[src/rtl/mmio_button_bridge_if.sv]
// Processor data-port and RAM-side signals seen by the MMIO button bridge.
// The master side drives the request and the RAM read data; the bridge returns the write enable and read data.
interface mmio_button_bridge_if;
   logic [31:0] address_dmem;
   logic        wren;
   logic [31:0] data;
   logic [31:0] q_ram;
   logic        ram_wren;
   logic [31:0] q_dmem;

   modport master (
      output address_dmem, wren, data, q_ram,
      input  ram_wren, q_dmem
   );

   modport slave (
      input  address_dmem, wren, data, q_ram,
      output ram_wren, q_dmem
   );
endinterface

[src/rtl/mmio_button_bridge.sv]
// MMIO bridge: synchronised, debounced button channels with optional sticky press latches,
// a status word and an output register. Reads return one cycle later, matching the RAM.
module mmio_button_bridge #(
   parameter int          NUM_BTNS        = 5,
   parameter logic [31:0] BTN_BASE        = 32'd1000,
   parameter logic [31:0] BTN_STRIDE      = 32'd1,
   parameter logic [31:0] STATUS_ADDR     = 32'd999,
   parameter logic [31:0] OUT_ADDR        = 32'd2000,
   parameter int          DEBOUNCE_CYCLES = 4,
   parameter bit          STICKY          = 1'b1
) (
   input  logic                clock,
   input  logic                reset,
   input  logic [NUM_BTNS-1:0] btn_in,
   mmio_button_bridge_if.slave bus,
   output logic [31:0]         out_data,
   output logic                out_valid,
   output logic [NUM_BTNS-1:0] btn_level
);
   localparam int            CW      = (DEBOUNCE_CYCLES > 1) ? $clog2(DEBOUNCE_CYCLES) : 1;
   localparam logic [CW-1:0] CNT_MAX = CW'(DEBOUNCE_CYCLES - 1);

   logic [NUM_BTNS-1:0] sync1, sync2;
   logic [NUM_BTNS-1:0] press_latch;
   logic [NUM_BTNS-1:0] chan_hit;
   logic [NUM_BTNS-1:0] toggle;
   logic [NUM_BTNS-1:0] latch_clr;
   logic [CW-1:0]       cnt [NUM_BTNS];
   logic                status_hit, out_hit, io_hit, io_hit_q;
   logic [31:0]         io_word, io_word_q;

   always_comb begin
      chan_hit = '0;
      toggle   = '0;
      for (int i = 0; i < NUM_BTNS; i++) begin
         chan_hit[i] = (bus.address_dmem == BTN_BASE + 32'(i) * BTN_STRIDE);
         toggle[i]   = (sync2[i] != btn_level[i]) && (cnt[i] == CNT_MAX);
      end
      status_hit = (bus.address_dmem == STATUS_ADDR);
      out_hit    = (bus.address_dmem == OUT_ADDR);
      io_hit     = !bus.wren && ((|chan_hit) || status_hit);
      latch_clr  = (STICKY && !bus.wren) ? chan_hit : '0;

      // Channel reads see the latch value before this cycle's clear.
      io_word = '0;
      if (status_hit)
         io_word = 32'(btn_level);
      else if (STICKY)
         io_word[0] = |(chan_hit & press_latch);
      else
         io_word[0] = |(chan_hit & btn_level);
   end

   assign bus.ram_wren = bus.wren && !((|chan_hit) || status_hit || out_hit);
   assign bus.q_dmem   = io_hit_q ? io_word_q : bus.q_ram;

   always_ff @(posedge clock) begin
      if (!reset) begin
         sync1       <= '0;
         sync2       <= '0;
         btn_level   <= '0;
         press_latch <= '0;
         for (int i = 0; i < NUM_BTNS; i++)
            cnt[i] <= '0;
         io_hit_q    <= 1'b0;
         io_word_q   <= '0;
         out_data    <= '0;
         out_valid   <= 1'b0;
      end else begin
         sync1 <= btn_in;
         sync2 <= sync1;
         // Any cycle where the synced input agrees with the accepted level restarts the count.
         for (int i = 0; i < NUM_BTNS; i++) begin
            if ((sync2[i] == btn_level[i]) || toggle[i])
               cnt[i] <= '0;
            else
               cnt[i] <= cnt[i] + 1'b1;
         end
         btn_level   <= btn_level ^ toggle;
         press_latch <= (press_latch & ~latch_clr) | (toggle & ~btn_level);
         io_hit_q    <= io_hit;
         io_word_q   <= io_word;
         out_valid   <= bus.wren && out_hit;
         if (bus.wren && out_hit)
            out_data <= bus.data;
      end
   end
endmodule

[src/flat_wrapper.sv]
// flat-port wrapper written by rule: the top's interface ports become plain ports
module mmio_button_bridge_flat 
#(
   parameter int          NUM_BTNS        = 5,
   parameter logic [31:0] BTN_BASE        = 32'd1000,
   parameter logic [31:0] BTN_STRIDE      = 32'd1,
   parameter logic [31:0] STATUS_ADDR     = 32'd999,
   parameter logic [31:0] OUT_ADDR        = 32'd2000,
   parameter int          DEBOUNCE_CYCLES = 4,
   parameter bit          STICKY          = 1'b1
)
  (clock, reset, btn_in, out_data, out_valid, btn_level, bus_address_dmem, bus_wren, bus_data, bus_q_ram, bus_ram_wren, bus_q_dmem);
  mmio_button_bridge_if bus_i ();
  input  logic clock;
  input  logic reset;
  input  logic [NUM_BTNS-1:0] btn_in;
  output logic [31:0] out_data;
  output logic out_valid;
  output logic [NUM_BTNS-1:0] btn_level;
  input wire logic [$bits(bus_i.address_dmem)-1:0] bus_address_dmem;
  input wire logic [$bits(bus_i.wren)-1:0] bus_wren;
  input wire logic [$bits(bus_i.data)-1:0] bus_data;
  input wire logic [$bits(bus_i.q_ram)-1:0] bus_q_ram;
  output wire logic [$bits(bus_i.ram_wren)-1:0] bus_ram_wren;
  output wire logic [$bits(bus_i.q_dmem)-1:0] bus_q_dmem;
  assign bus_i.address_dmem = bus_address_dmem;
  assign bus_i.wren = bus_wren;
  assign bus_i.data = bus_data;
  assign bus_i.q_ram = bus_q_ram;
  assign bus_ram_wren = bus_i.ram_wren;
  assign bus_q_dmem = bus_i.q_dmem;
  mmio_button_bridge #(.NUM_BTNS(NUM_BTNS), .BTN_BASE(BTN_BASE), .BTN_STRIDE(BTN_STRIDE), .STATUS_ADDR(STATUS_ADDR), .OUT_ADDR(OUT_ADDR), .DEBOUNCE_CYCLES(DEBOUNCE_CYCLES), .STICKY(STICKY)) u_core (.clock(clock), .reset(reset), .btn_in(btn_in), .bus(bus_i), .out_data(out_data), .out_valid(out_valid), .btn_level(btn_level));
endmodule
[config.mk]
export PLATFORM = sky130hd
export DESIGN_NAME = mmio_button_bridge_flat
export DESIGN_NICKNAME = d
export VERILOG_FILES = /design/src/rtl/mmio_button_bridge_if.sv /design/src/rtl/mmio_button_bridge.sv /design/src/flat_wrapper.sv
export SDC_FILE = /design/constraint.sdc
export NUM_CORES = 1
export LEC_CHECK = 0
export CAP_MARGIN = 10
export CORE_MARGIN = 3
export CORE_UTILIZATION = 30
export DETAILED_ROUTE_END_ITERATION = 8
export GPL_TIMING_DRIVEN = 0
export SYNTH_ARGS = -nofsm -noshare
export SYNTH_HDL_FRONTEND = slang
export SYNTH_SLANG_ARGS = --single-unit
[constraint.sdc]
create_clock -name clock -period 2 [get_ports clock]
set_input_delay 0.2 -clock clock [delete_from_list [all_inputs] [get_ports clock]]
set_output_delay 0.2 -clock clock [all_outputs]
set_load 0.01 [all_outputs]
==> metrics.txt <==
RSZ-0062 raised after global routing=yes; Post-Syn Area=0.00328 mm^2; GRT Total Usage=18.0%; # clock sinks=69; wire per inst=16.3 um; slowest CP cell=clkdlybuf4s50_1; via count=3428; # H-tree levels=3; setup TNS=0 ns; Clock Latency Late Sink=0.34 ns; Setup crit end=bus_q_dmem[3]; crit path launch=u_core.io_hit_q; Hold Vio Cnt, Final=0; clk root buf=clkbuf_8; Worst EP required=1.80 ns; Max Fclk=522 MHz; Reg2Reg Setup Slack=0.66 ns; Syn Inst Count=348; leakage=1.90 nW; Die Span Y=110 um; sequential share of the synthesized area=45.2%; # diodes=0; DR DRC count=0; CTS buffer count=9; Area after DPL=0.00519 mm^2; reg2reg start=u_core.cnt[2][0]; Worst R2R Path Depth=5; CP startpoint kind=flop; yosys warns=0; outcome=finished, final reports clean; vias in the first global route=3367; global-route wire length before repair=18.1 mm; Final ANT Viol Nets=0; CP Capture Type=output pin; I/O pin count=175; Hold Path Class=in2reg; drt first pass iters=4; post-route setup slack=0.0845 ns; Vias/cell=5.00; Slew Viols, Final=0; number of synthesized flops with an enable pin=10; period utilization=95.8%; CP Max Fanout=10; clock skew=0.00700 ns; post-layout min period=1.92 ns; nets=653; Worst-path clk slew=0.07 ns; Hold Buf Count CTS=0; critical path, cell by cell=buf_4, mux2_2, clkdlybuf4s50_1; FFs w/ async S/R, synth=0%; Worst slew margin=59.8%; max cap viols=0; IO Port Bufs=171; Die ar.=0.0122 mm^2; initial antenna violation count=0; area grow syn2layout=68.4%; hpwl dp=8.61 mm; CTS tree=built; crit path DAT=1.72 ns; fraction of layout cells with a size suffix above 1=10.0%; Final setup viols=0; Floorplan Core Area=0.0105 mm^2; 1st-iter DRT viols=143; Cell Rows=37; Initial Util=31.3%; Hold WS=0.376 ns; Setup Crit Path Kind=reg2out; post-placement worst setup slack=-0.680 ns; post-route cell area=0.00552 mm^2; power consumption=3.14 mW; GR Overflow Total=0; syn avg cell area=9.41 um^2; r2r endpoint=u_core.press_latch[2]; Synth Flop Type=dfxtp_1; Cell Pwr Density=570 mW/mm^2; Critical Path Max Stage Delay=0.49 ns; worst slew pin tran=0.604 ns; routed wire length=11.1 mm; worst vdd ir=0.341 mV; Die Width=110 um; Synth Register Bits=69; largest net degree at the start of global routing=13; Routability Congestion=0.899; Cell variety after synth=40; deepest clock path buffer count=2
-- worst min-delay path by stage --
stage	slack [ns]	start	depth (start not counted)	endpoint
3_5_place_dp	0.42	u_core.sync1[3]	1	u_core.sync2[3]
2_1_floorplan	0.27	bus_wren	1	u_core.io_hit_q
3_3_place_gp	0.42	u_core.sync1[2]	1	u_core.sync2[2]
4_1_cts	0.35	bus_address_dmem[0]	3	u_core.press_latch[1]
5_1_grt	0.42	bus_data[19]	3	u_core.out_data[19]
6_report	0.38	bus_address_dmem[0]	3	u_core.press_latch[1]
-- cells by family after synthesis --
kind of cell / count (synthesis) / share of synthesized area (%)
and+or+nand+nor: 134 / 27.8
AOI/OAI and AO/OA: 87 / 16.3
DFF: 69 / 45.2
buffers and inverters: 41 / 5.19
muxes: 6 / 2.06
adders and majority gates: 5 / 1.91
xor gates and xnor gates: 5 / 1.34
other: 1 / 0.114
-- repair_timing --
item                                    CTS  global route
buffers inserted                          4             5
endpoints found under the hold margin     0             0
endpoints found under the setup margin    4             7
pin swaps                                 5             5
resized for setup                        16             5
gates cloned                              0             0
-- area by class of cell --
| class | instances | area [um^2] |
|---|---|---|
| buffer | 30 | 131 |
| clock buffer | 11 | 141 |
| clock inverter | 5 | 83.8 |
| fill | 1002 | 4950 |
| inverter | 7 | 26.3 |
| multi-input combinational | 247 | 1700 |
| sequential | 69 | 1480 |
| tap | 136 | 170 |
| timing repair buffer | 180 | 1780 |
-- registers in the layout, indices dropped and copies added, names as in the netlist, named ones only --
name                flops
u_core.sync1            5
u_core.cnt             10
u_core.out_valid        1
u_core.io_hit_q         1
u_core.press_latch      5
u_core.out_data        32
u_core.io_word_q        5
u_core.sync2            5
-- layer usage --
layer,global-route usage (%),vias to the layer above,share of wire (%)
met3,4.22,20,6.0
li1,-,1683,-
met5,0,-,0
met4,6.65,0,2.8
met1,22.1,1581,43
met2,30.7,144,48
-- critical path, delay by kind of cell (launching register included) --
family	cells	cell delay (ns)
multiplexers	1	0.33
flip-flops	1	0.38
buffers and inverters	2	0.67
-- synth_stat cells (2+ instances only) --
| library cell | instances | area share, % |
|---|---|---|
| a21oi_1 | 39 | 6.0 |
| a31oi_1 | 4 | 0.76 |
| and2_1 | 11 | 2.1 |
| and4_1 | 2 | 0.53 |
| and4bb_1 | 2 | 0.76 |
| buf_2 | 7 | 1.1 |
| clkbuf_1 | 25 | 2.9 |
| dfxtp_1 | 59 | 36 |
| edfxtp_1 | 10 | 9.2 |
| ha_1 | 5 | 1.9 |
| inv_1 | 7 | 0.80 |
| mux2_2 | 6 | 2.1 |
| nand2_1 | 7 | 0.80 |
| nand2b_1 | 5 | 0.95 |
| nand3b_1 | 2 | 0.46 |
| nand4_1 | 34 | 6.5 |
| nor2_1 | 10 | 1.1 |
| nor2b_1 | 29 | 5.5 |
| nor3_1 | 2 | 0.31 |
| nor3_2 | 5 | 1.5 |
| nor3b_1 | 3 | 0.69 |
| nor4_1 | 8 | 1.5 |
| nor4_4 | 2 | 1.3 |
| nor4b_1 | 5 | 1.3 |
| nor4bb_1 | 2 | 0.61 |
| o21ai_0 | 8 | 1.2 |
| o31ai_1 | 32 | 7.3 |
| xnor2_1 | 5 | 1.3 |
-- per-stage QoR --
stage,util [%],instances
2_1_floorplan,-,357
3_3_place_gp,49.6,664
3_5_place_dp,49.6,664
4_1_cts,52.3,682
5_1_grt,52.7,685
6_report,52.7,685
-- report_power, final --
part	internal, mW	switching, mW	total (mW)
registers	1.43	0.00981	1.44
logic	0.281	0.145	0.426
clock network	0.739	0.544	1.28
total	2.45	0.698	3.14
-- cells in the final DEF (no fill, tap or decap), types with 6 or more instances in the layout --
cell type / instances
nor4_1: 6
o21ai_0: 8
nor3_2: 6
and2_1: 10
nor2b_1: 29
clkbuf_8: 10
dfxtp_1: 58
nand2_1: 7
inv_1: 7
clkdlybuf4s50_1: 168
nor2_1: 10
buf_2: 6
edfxtp_1: 10
mux2_2: 6
buf_4: 10
a21oi_1: 39
o31ai_1: 32
clkbuf_1: 22
conb_1: 10
nand4_1: 34
Power figures use the tool's default switching activity.
